$ cat config.mk
export PLATFORM = sky130hd
export DESIGN_NAME = dm_access_unit
export DESIGN_NICKNAME = d
export VERILOG_FILES = /design/src/rtl/dm_pkg.sv /design/src/rtl/dm_load_extend.sv /design/src/rtl/dm_access_unit.sv
export SDC_FILE = /design/constraint.sdc
export NUM_CORES = 1
export LEC_CHECK = 0
export BUFFER_PORTS_ARGS = -buffer_cell sky130_fd_sc_hd__buf_2
export CAP_MARGIN = 20
export CORE_MARGIN = 5
export CORE_UTILIZATION = 29
export CTS_CLUSTER_SIZE = 12
export DETAILED_ROUTE_END_ITERATION = 12
export SLEW_MARGIN = 10
export SYNTH_ARGS = -nofsm -noshare
export SYNTH_HDL_FRONTEND = slang
export SYNTH_SLANG_ARGS = --single-unit
$ cat constraint.sdc
create_clock -name clk -period 3.24 [get_ports clk]
set_input_delay 0.648 -clock clk [delete_from_list [all_inputs] [get_ports clk]]
set_output_delay 0.648 -clock clk [all_outputs]
set_load 0.02 [all_outputs]
$ cat src/rtl/dm_pkg.sv
// Shared types and helper functions for the data-memory access path.
package dm_pkg;

    localparam int unsigned DATA_W = 32;
    localparam int unsigned BE_W   = 4;
    localparam int unsigned TYPE_W = 3;
    localparam int unsigned CNT_W  = 8;

    // Load/store size and signedness codes carried on DMType
    typedef enum logic [TYPE_W-1:0] {
        dm_word              = 3'b000,
        dm_halfword          = 3'b001,
        dm_halfword_unsigned = 3'b010,
        dm_byte              = 3'b011,
        dm_byte_unsigned     = 3'b100
    } dm_type_e;

    // Access sequencer states
    typedef enum logic [1:0] {
        ST_IDLE = 2'd0,
        ST_BUSY = 2'd1,
        ST_DONE = 2'd2
    } dm_state_e;

    // Access width after decoding; unknown codes collapse to word
    typedef enum logic [1:0] {
        SZ_WORD = 2'd0,
        SZ_HALF = 2'd1,
        SZ_BYTE = 2'd2
    } dm_size_e;

    // Store payload after lane steering
    typedef struct packed {
        logic [BE_W-1:0]   be;
        logic [DATA_W-1:0] data;
    } dm_lanes_t;

    function automatic dm_size_e access_size(input logic [TYPE_W-1:0] t);
        case (t)
            dm_halfword, dm_halfword_unsigned: access_size = SZ_HALF;
            dm_byte, dm_byte_unsigned:         access_size = SZ_BYTE;
            default:                           access_size = SZ_WORD;
        endcase
    endfunction

    function automatic logic is_signed_type(input logic [TYPE_W-1:0] t);
        is_signed_type = (t == dm_halfword) || (t == dm_byte);
    endfunction

    function automatic logic is_misaligned(input logic [TYPE_W-1:0] t, input logic [1:0] o);
        case (access_size(t))
            SZ_HALF: is_misaligned = o[0];
            SZ_BYTE: is_misaligned = 1'b0;
            default: is_misaligned = (o != 2'b00);
        endcase
    endfunction

    function automatic logic [BE_W-1:0] byte_enable(input logic [TYPE_W-1:0] t, input logic [1:0] o);
        case (access_size(t))
            SZ_HALF: byte_enable = BE_W'(4'b0011 << o);
            SZ_BYTE: byte_enable = BE_W'(4'b0001 << o);
            default: byte_enable = 4'b1111;
        endcase
    endfunction

    // Replicate the store data across every lane so the byte enables pick the target
    function automatic dm_lanes_t store_lanes(input logic [TYPE_W-1:0] t, input logic [1:0] o,
                                              input logic [DATA_W-1:0] wd);
        store_lanes.be = byte_enable(t, o);
        case (access_size(t))
            SZ_HALF: store_lanes.data = {2{wd[15:0]}};
            SZ_BYTE: store_lanes.data = {4{wd[7:0]}};
            default: store_lanes.data = wd;
        endcase
    endfunction

endpackage

$ cat src/rtl/dm_load_extend.sv
// Load lane selection and sign/zero extension; purely combinational.
module dm_load_extend
    import dm_pkg::*;
(
    input  logic [DATA_W-1:0] rdata,
    input  logic [1:0]        offset,
    input  logic [TYPE_W-1:0] dm_type,
    output logic [DATA_W-1:0] ext_data_c
);

    logic [7:0]  byte_lane;
    logic [15:0] half_lane;

    // Pick the byte and halfword lanes addressed by the offset
    always_comb begin
        byte_lane = rdata[7:0];
        case (offset)
            2'd1:    byte_lane = rdata[15:8];
            2'd2:    byte_lane = rdata[23:16];
            2'd3:    byte_lane = rdata[31:24];
            default: byte_lane = rdata[7:0];
        endcase
        half_lane = offset[1] ? rdata[31:16] : rdata[15:0];
    end

    // Extend the selected lane to a full word
    always_comb begin
        ext_data_c = rdata;
        case (access_size(dm_type))
            SZ_HALF: ext_data_c = is_signed_type(dm_type) ? {{16{half_lane[15]}}, half_lane}
                                                          : {16'b0, half_lane};
            SZ_BYTE: ext_data_c = is_signed_type(dm_type) ? {{24{byte_lane[7]}}, byte_lane}
                                                          : {24'b0, byte_lane};
            default: ext_data_c = rdata;
        endcase
    end

endmodule

$ cat src/rtl/dm_access_unit.sv
// Sequences one load/store per instruction over a req/ack bus and stalls the core meanwhile.
module dm_access_unit
    import dm_pkg::*;
#(
    parameter int unsigned TIMEOUT_CYCLES = 255,
    parameter int unsigned ADDR_W         = 32
) (
    input  logic              clk,
    input  logic              rstn,
    input  logic              mem_req,
    input  logic              mem_we,
    input  logic [2:0]        DMType,
    input  logic [ADDR_W-1:0] addr,
    input  logic [31:0]       wdata,
    output logic [31:0]       readdata,
    output logic              stall,
    output logic              misalign,
    output logic              bus_err,
    output logic              bus_req,
    output logic              bus_we,
    output logic [ADDR_W-1:0] bus_addr,
    output logic [3:0]        bus_be,
    output logic [31:0]       bus_wdata,
    input  logic [31:0]       bus_rdata,
    input  logic              bus_ack
);

    localparam logic [CNT_W-1:0] CNT_MAX = '1;

    dm_state_e         state, state_next;
    logic [CNT_W-1:0]  cnt, cnt_d;
    logic [TYPE_W-1:0] type_q, type_d;
    logic [1:0]        off_q, off_d;

    logic [31:0]       readdata_d;
    logic              misalign_d, bus_err_d, bus_req_d, bus_we_d;
    logic [ADDR_W-1:0] bus_addr_d;
    logic [3:0]        bus_be_d;
    logic [31:0]       bus_wdata_d;

    logic              misaligned_c;
    logic              timeout_c;
    logic [31:0]       load_data_c;
    dm_lanes_t         lanes_c;

    assign misaligned_c = is_misaligned(DMType, addr[1:0]);
    assign timeout_c    = (32'(cnt) + 32'd1) >= TIMEOUT_CYCLES;
    assign lanes_c      = store_lanes(DMType, addr[1:0], wdata);

    // Extract the load result from the latched size and offset
    dm_load_extend u_load_extend (
        .rdata      (bus_rdata),
        .offset     (off_q),
        .dm_type    (type_q),
        .ext_data_c (load_data_c)
    );

    // Stall while a memory instruction is pending; released in DONE and held low during reset
    assign stall = rstn & mem_req & (state != ST_DONE);

    // State register
    always_ff @(posedge clk or negedge rstn) begin
        if (!rstn) begin
            state <= ST_IDLE;
        end else begin
            state <= state_next;
        end
    end

    // Next-state logic; DONE always lasts one cycle so the instruction is never re-issued
    always_comb begin
        state_next = state;
        case (state)
            ST_IDLE: begin
                if (mem_req) begin
                    state_next = misaligned_c ? ST_DONE : ST_BUSY;
                end
            end
            ST_BUSY: begin
                if (bus_ack || timeout_c) begin
                    state_next = ST_DONE;
                end
            end
            ST_DONE: state_next = ST_IDLE;
            default: state_next = ST_IDLE;
        endcase
    end

    // Next values of the registered outputs and latched request fields
    always_comb begin
        cnt_d       = cnt;
        type_d      = type_q;
        off_d       = off_q;
        readdata_d  = readdata;
        misalign_d  = 1'b0;
        bus_err_d   = 1'b0;
        bus_req_d   = 1'b0;
        bus_we_d    = bus_we;
        bus_addr_d  = bus_addr;
        bus_be_d    = bus_be;
        bus_wdata_d = bus_wdata;
        case (state)
            ST_IDLE: begin
                if (mem_req) begin
                    if (misaligned_c) begin
                        misalign_d = 1'b1;
                        readdata_d = '0;
                    end else begin
                        bus_req_d   = 1'b1;
                        bus_we_d    = mem_we;
                        bus_addr_d  = {addr[ADDR_W-1:2], 2'b00};
                        bus_be_d    = lanes_c.be;
                        bus_wdata_d = lanes_c.data;
                        type_d      = DMType;
                        off_d       = addr[1:0];
                        cnt_d       = '0;
                    end
                end
            end
            ST_BUSY: begin
                if (bus_ack) begin
                    if (!bus_we) begin
                        readdata_d = load_data_c;
                    end
                    bus_we_d = 1'b0;
                    bus_be_d = '0;
                end else if (timeout_c) begin
                    bus_err_d  = 1'b1;
                    readdata_d = '0;
                    bus_we_d   = 1'b0;
                    bus_be_d   = '0;
                end else begin
                    bus_req_d = 1'b1;
                    cnt_d     = (cnt == CNT_MAX) ? cnt : cnt + CNT_W'(1);
                end
            end
            default: begin
            end
        endcase
    end

    // Output and request-field registers; reset abandons any in-flight access
    always_ff @(posedge clk or negedge rstn) begin
        if (!rstn) begin
            cnt       <= '0;
            type_q    <= '0;
            off_q     <= '0;
            readdata  <= '0;
            misalign  <= 1'b0;
            bus_err   <= 1'b0;
            bus_req   <= 1'b0;
            bus_we    <= 1'b0;
            bus_addr  <= '0;
            bus_be    <= '0;
            bus_wdata <= '0;
        end else begin
            cnt       <= cnt_d;
            type_q    <= type_d;
            off_q     <= off_d;
            readdata  <= readdata_d;
            misalign  <= misalign_d;
            bus_err   <= bus_err_d;
            bus_req   <= bus_req_d;
            bus_we    <= bus_we_d;
            bus_addr  <= bus_addr_d;
            bus_be    <= bus_be_d;
            bus_wdata <= bus_wdata_d;
        end
    end

endmodule

# ---- Yosys cells after proc, flatten, opt, wreduce, memory -nomap -nowiden
# Cells that the tools add are included.
# W data, S select, Z words.
dict set report op_classes {
  add_sub_neg 2
  n_lt_le_gt_ge 1
  n_eq_ne 27
  shift 2
  n_mux 47
  bitwise_logic 3
  reduce_logical 14
}
# op n
set op_table {}
lappend op_table {{$mux W32} 7}
lappend op_table {{$pmux W32 S2} 3}
lappend op_table {{$mux W8} 5}
lappend op_table {{$pmux W8 S3} 1}
lappend op_table {{$mux W16} 1}
lappend op_table {{$mux W4} 4}
lappend op_table {{$ne A2 B2 Y1 const B} 8}
lappend op_table {{$pmux W4 S2} 2}
lappend op_table {{$pmux W8 S2} 1}
lappend op_table {{$mux W1} 14}
lappend op_table {{$eq A3 B2 Y1 const B} 4}
lappend op_table {{$pmux W2 S2} 3}
lappend op_table {{$add A8 B1 Y9 const B} 1}
lappend op_table {{$ge A9 B8 Y1 const B} 1}
lappend op_table {{$add A8 B1 Y8 const B} 1}
lappend op_table {{$eq A2 B1 Y1 const B} 4}
lappend op_table {{$eq A2 B2 Y1 const B} 4}
lappend op_table {{$eq A8 B8 Y1 const B} 1}
lappend op_table {{$reduce_or A2 Y1} 4}
lappend op_table {{$eq A3 B1 Y1 const B} 2}
lappend op_table {{$eq A3 B3 Y1 const B} 2}
lappend op_table {{$mux W2} 3}
lappend op_table {{$ne A3 B3 Y1 const B} 2}
lappend op_table {{$pmux W1 S2} 3}
lappend op_table {{12 further kinds} 15}
dict set report word_totals {
  ff_bits 117
  inputBits 104
  output_inout_bits 105
  word_cells 108
}

# ---- Logic depth before layout (Yosys ltp)
dict set report depth {
  depth_word 8
  depth_mapped 12
  mapped_depth_nobuf 10
}

# ---- Cells and area by module
# Synthesis repeated with hierarchy kept, for this count alone.
dict set report hier_totals {
  cells_unflattened 523
  area_unflattened_um2 5691.7
}
# mod instances cells_each area_each_um2 seq_area_each_um2
set modules_own_cells {}
lappend modules_own_cells {dm_access_unit 1 409 4956.0 2927.8}
lappend modules_own_cells {dm_load_extend 1 114 735.7 0.0}

# ---- Least setup slack after synthesis
# No wires, ideal clock.
dict set report synth_path {
  kind {input-to-reg}
  from {in DMType[1]}
  to {reg bus_addr[10]}
  setup_ns 0.125
  arrival_ns 2.474
  t_required_ns 3.115
  slack_ns 0.642
  stages 10
  n_path_buf 2
  cell_sequence {nand2_1 > o21ai_0 > inv_1 > ha_1 > a21o_1 > nand2_1 > nand2_1 > clkbuf_1 > clkbuf_1 > mux2_2}
}
dict set report synth_between {
  elab_chain_cells 7
  elab_cells_between_ends 12
  cone_classes {eq/ne: 6; mux: 2; bitwise: 1; reduce/logical: 3}
}
# item line_no
set synth_lines {}
lappend synth_lines {{start, declared} dm_access_unit.sv:12} ;# input logic [2:0] DMType,
lappend synth_lines {{$eq A3 B2 Y1, or another cell as far along} dm_pkg.sv:39} ;# case (t)
lappend synth_lines {{$reduce_or A2 Y1} dm_pkg.sv:39}
lappend synth_lines {{$pmux W2 S2 *} dm_pkg.sv:39}
lappend synth_lines {{$eq A2 B2 Y1 or $eq A2 B1 Y1 (tied branches)} dm_pkg.sv:51} ;# case (access_size(t))
lappend synth_lines {{$pmux W1 S2 *} dm_pkg.sv:51}
lappend synth_lines {{$not A1 Y1 (no line) *} n/a}
lappend synth_lines {{$reduce_and A3 Y1 (no line) *} n/a}
lappend synth_lines {{end signal, assigned} dm_access_unit.sv:165} ;# bus_addr <= bus_addr_d;
lappend synth_lines {{end, declared} dm_access_unit.sv:21} ;# output logic [ADDR_W-1:0] bus_addr,
# Mark *: on every way between the ends. The rest lies on a longest branch, timed or not.
# A chain may end at the register's enable or synchronous reset.

# ---- Worst setup path after layout
dict set report layout_path {
  from {reg type_q[1]}
  to {reg readdata[19]}
}
dict set report layout_between {
  elab_chain_cells 8
  elab_cells_between_ends 16
  cone_classes {eq/ne: 6; mux: 7; reduce/logical: 3}
}
# item line_no
set layout_lines {}
lappend layout_lines {{start, declared} dm_access_unit.sv:32} ;# logic [TYPE_W-1:0] type_q, type_d;
lappend layout_lines {{start signal, assigned} dm_access_unit.sv:158} ;# type_q <= type_d;
lappend layout_lines {{$eq A3 B3 Y1, or another cell as far along} dm_pkg.sv:39}
lappend layout_lines {{$reduce_or A2 Y1} dm_pkg.sv:39}
lappend layout_lines {{$pmux W2 S2} dm_pkg.sv:39}
lappend layout_lines {{$eq A2 B2 Y1 or $eq A2 B1 Y1 (tied branches)} dm_load_extend.sv:29} ;# case (access_size(dm_type))
lappend layout_lines {{$pmux W32 S2 *} dm_load_extend.sv:29}
lappend layout_lines {{$mux W32 *} dm_access_unit.sv:122} ;# if (!bus_we) begin
lappend layout_lines {{$mux W32 *} dm_access_unit.sv:121} ;# if (bus_ack) begin
lappend layout_lines {{$pmux W32 S2 *} dm_access_unit.sv:102} ;# case (state)
lappend layout_lines {{end signal, assigned} dm_access_unit.sv:160} ;# readdata <= readdata_d;
lappend layout_lines {{end, declared} dm_access_unit.sv:15} ;# output logic [31:0] readdata,
# Mark *: on every way between the ends. The rest lies on a longest branch, timed or not. The select of a mux whose other input is x is not followed.

==> flow_summary.ini <==
[cts]
cts.clk_slew.worst_paths_ns = 0.05
cts-root-buf = clkbuf_16
cts.repair.resized = 0
clkLatencyLatePin_ns = 0.41
post_cts_buffers = 0
cts_tree = done
cts_buffers = 17
clockBufferDepth = 2
cts_max_level = 4
cts_hold_buf = 0
cts_sinks = 117

[floorplanning]
fp.dieW_microns = 151
start_util = 0.296
dieArea_sq_um = 22900
placeableCoreArea_sq_um = 19600
die_y_microns = 151
row_count = 51
boundaryPins = 209

[finish]
final_common_cell = buf_2
nFillCells = 1999
layout-drive-gt1-share = 0.431
final_util = 0.396
num-nets-final = 869
syn_to_final_growth_pct = 33.7
final_cell_mix = buf_2 (205), dfrtp_1 (117), mux2_2 (65)
final_cells = 1035
antenna_cells = 0

[global_routing]
antenna_found_initial = 1
track_usage = 0.155
grt_overflow_total = 0
grt_pass1_vias = 5145
grt_pass1_wl_mm = 27.5
grt_max_degree = 55

[place]
dp.final_hpwl_mm = 13.3
gp_congestion = 0.831
portBuffers = 206
dp_cells = 1005

[logic_synthesis]
asyncSetResetFlopFracSynth = 1.00
yosysTopAreaCellShare = 0.505
synth-seq-cells = 117
seq_area_frac_synth = 0.505
synth_top_cell_by_area = dfrtp_1
yosys_warnings = 0
synthFlopType = dfrtp_1
synth_area_leaders = dfrtp_1 (50%), mux2_2 (13%), o21ai_0 (4.0%)
syn_inst = 560
avgSynthCellArea_sq_um = 10.4
netlist_area_sq_um = 5800
synthDistinctLibCells = 46
synth_edf_count = 0

[pwr]
vdd_drop_max_mv = 0.453
power_frac_clock = 0.258
combPwrFrac = 0.445
p_seq_frac = 0.297
p_switching_mw = 3.19
p_per_area_nw_per_um2 = 1030
switching_share = 0.401
internal_power_mw = 4.77
p_leak_nw = 3.81

[routing]
drc_errors = 0
routed-via-count = 4929
highest_layer = met5
first_pass_iters = 4
vias_per_cell = 4.76
wl_met1_mm = 7.55
avgRoutedWirePerCell_microns = 17.0
route.met3.wl_mm = 1.85
drt-total-wl_mm = 17.6
wl_met2_mm = 8.05
antenna_left = 0
first_iter_violations = 180

[sta]
max_freq_mhz = 399
fin_skew_ns = 0.0163
fin_crit_ns = 2.51
finalSetupViolCount = 0
report.final.slew_viol_count = 0
rsz0062_at_grt = no
min_period_over_period = 0.774
tns_ns = 0
tightest_slew_ns = 0.705
hold_violations = 0
slew_headroom = 0.530

[setup_path]
r2r_slack_ns = 0.73
cp-start-kind = flop
reg2regPathDepth = 8
r2r_end = readdata[19]$_DFFE_PN0P_
end_kind = flop
critical_path_arrival_ns = 2.79
worst_ep_required_time_ns = 3.52
critPathKind = reg2reg
r2r_start = type_q[1]$_DFFE_PN0P_
crit_fanout = 16

[job]
drv_cap = 0

[status]
status = finished, final reports clean

[worst_hold_path]
hp-class = in2async
[synth_stat cells, types with 5 or more instances]
cell and n:
a221oi_1 8, nand2_1 57, mux2_4 10, dfrtp_1 117, ha_1 6, inv_1 27, a22oi_1 24, clkbuf_1 27
o31a_1 7, nand3_1 7, nor2_1 52, xor2_1 5, a21oi_1 36, o22ai_1 7, mux2_2 65, o21ai_0 46
[worst max-delay path, stage by stage, from the launching register on]
cell and delay (ns):
dfrtp_1 0.43, xor2_1 0.17, nand2b_1 0.10, ha_1 0.52, inv_1 0.23, and2_1 0.37, a21oi_1 0.25, nor2_1 0.06
mux2_2 0.28
[power groups by stage]
stage          combinational [mW]  clock [mW]  sequential, mW
6_report                     3.54        2.06            2.36
5_1_grt                      3.87        2.19            2.45
4_1_cts                      3.57        2.12            2.37
3_5_place_dp                 3.57           0            2.38
3_3_place_gp                 3.54           0            2.37
2_1_floorplan                1.83           0            2.96
[worst max path at each step]
stage | slack [ns] | cells after the start | startpoint | endpoint
final | 0.73 | 8 | type_q[1]$_DFFE_PN0P_ | readdata[19]$_DFFE_PN0P_
after global routing | 0.49 | 7 | type_q[0]$_DFFE_PN0P_ | readdata[16]$_DFFE_PN0P_
after CTS | 0.71 | 7 | type_q[0]$_DFFE_PN0P_ | readdata[24]$_DFFE_PN0P_
after detailed placement | 0.50 | 10 | DMType[1] | bus_addr[24]$_DFFE_PN0P_
after global placement | 0.53 | 10 | DMType[1] | type_q[2]$_DFFE_PN0P_
after floorplan | 0.64 | 10 | DMType[1] | bus_addr[10]$_DFFE_PN0P_
[state kept, by name (all words and copies together) (netlist names), 2 cells and up]
register / count
state: 2
cnt: 8
bus_addr: 30
bus_wdata: 32
type_q: 3
bus_be: 4
readdata: 32
off_q: 2
[through the flow]
step	power [mW]	setup WS [ns]	area [sq um]	hold slack, ns
2_1_floorplan	4.79	0.642	5800	0.352
3_3_place_gp	5.91	0.530	7110	0.460
3_5_place_dp	5.95	0.502	7110	0.466
4_1_cts	8.06	0.709	7750	0.162
5_1_grt	8.50	0.494	7750	0.178
6_report	7.96	0.732	7750	0.174
[cell type report]
cell class | instances | area (sq um) | area share
repair buffers | 218 | 1160 | 0.150
multi-input cells | 378 | 2590 | 0.334
well taps | 265 | 332 | 0.0428
clock inverters | 12 | 205 | 0.0265
clock buffers | 18 | 439 | 0.0566
flip-flops and latches | 117 | 2930 | 0.378
inverters | 27 | 101 | 0.0131
[metal layers]
| metal | vias up | global-route usage |
|---|---|---|
| met4 | 2 | 0.0363 |
| met2 | 205 | 0.250 |
| li1 | 2360 | - |
| met1 | 2348 | 0.190 |
| met3 | 14 | 0.0688 |
| met5 | - | 0 |
[cell families (layout without fill, tap and decap cells)]
| logic type | after synthesis | in the layout | share of synthesized area |
|---|---|---|---|
| compound gates | 152 | 152 | 0.167 |
| simple gates | 136 | 136 | 0.0982 |
| flops | 117 | 117 | 0.505 |
| mux | 76 | 76 | 0.156 |
| buf+inv | 66 | 275 | 0.0509 |
| fa+ha+maj | 6 | 6 | 0.0129 |
| xor+xnor | 6 | 6 | 0.00906 |
| other cells | 1 | 2 | 0.000647 |
(Power assumes the default switching activity.)
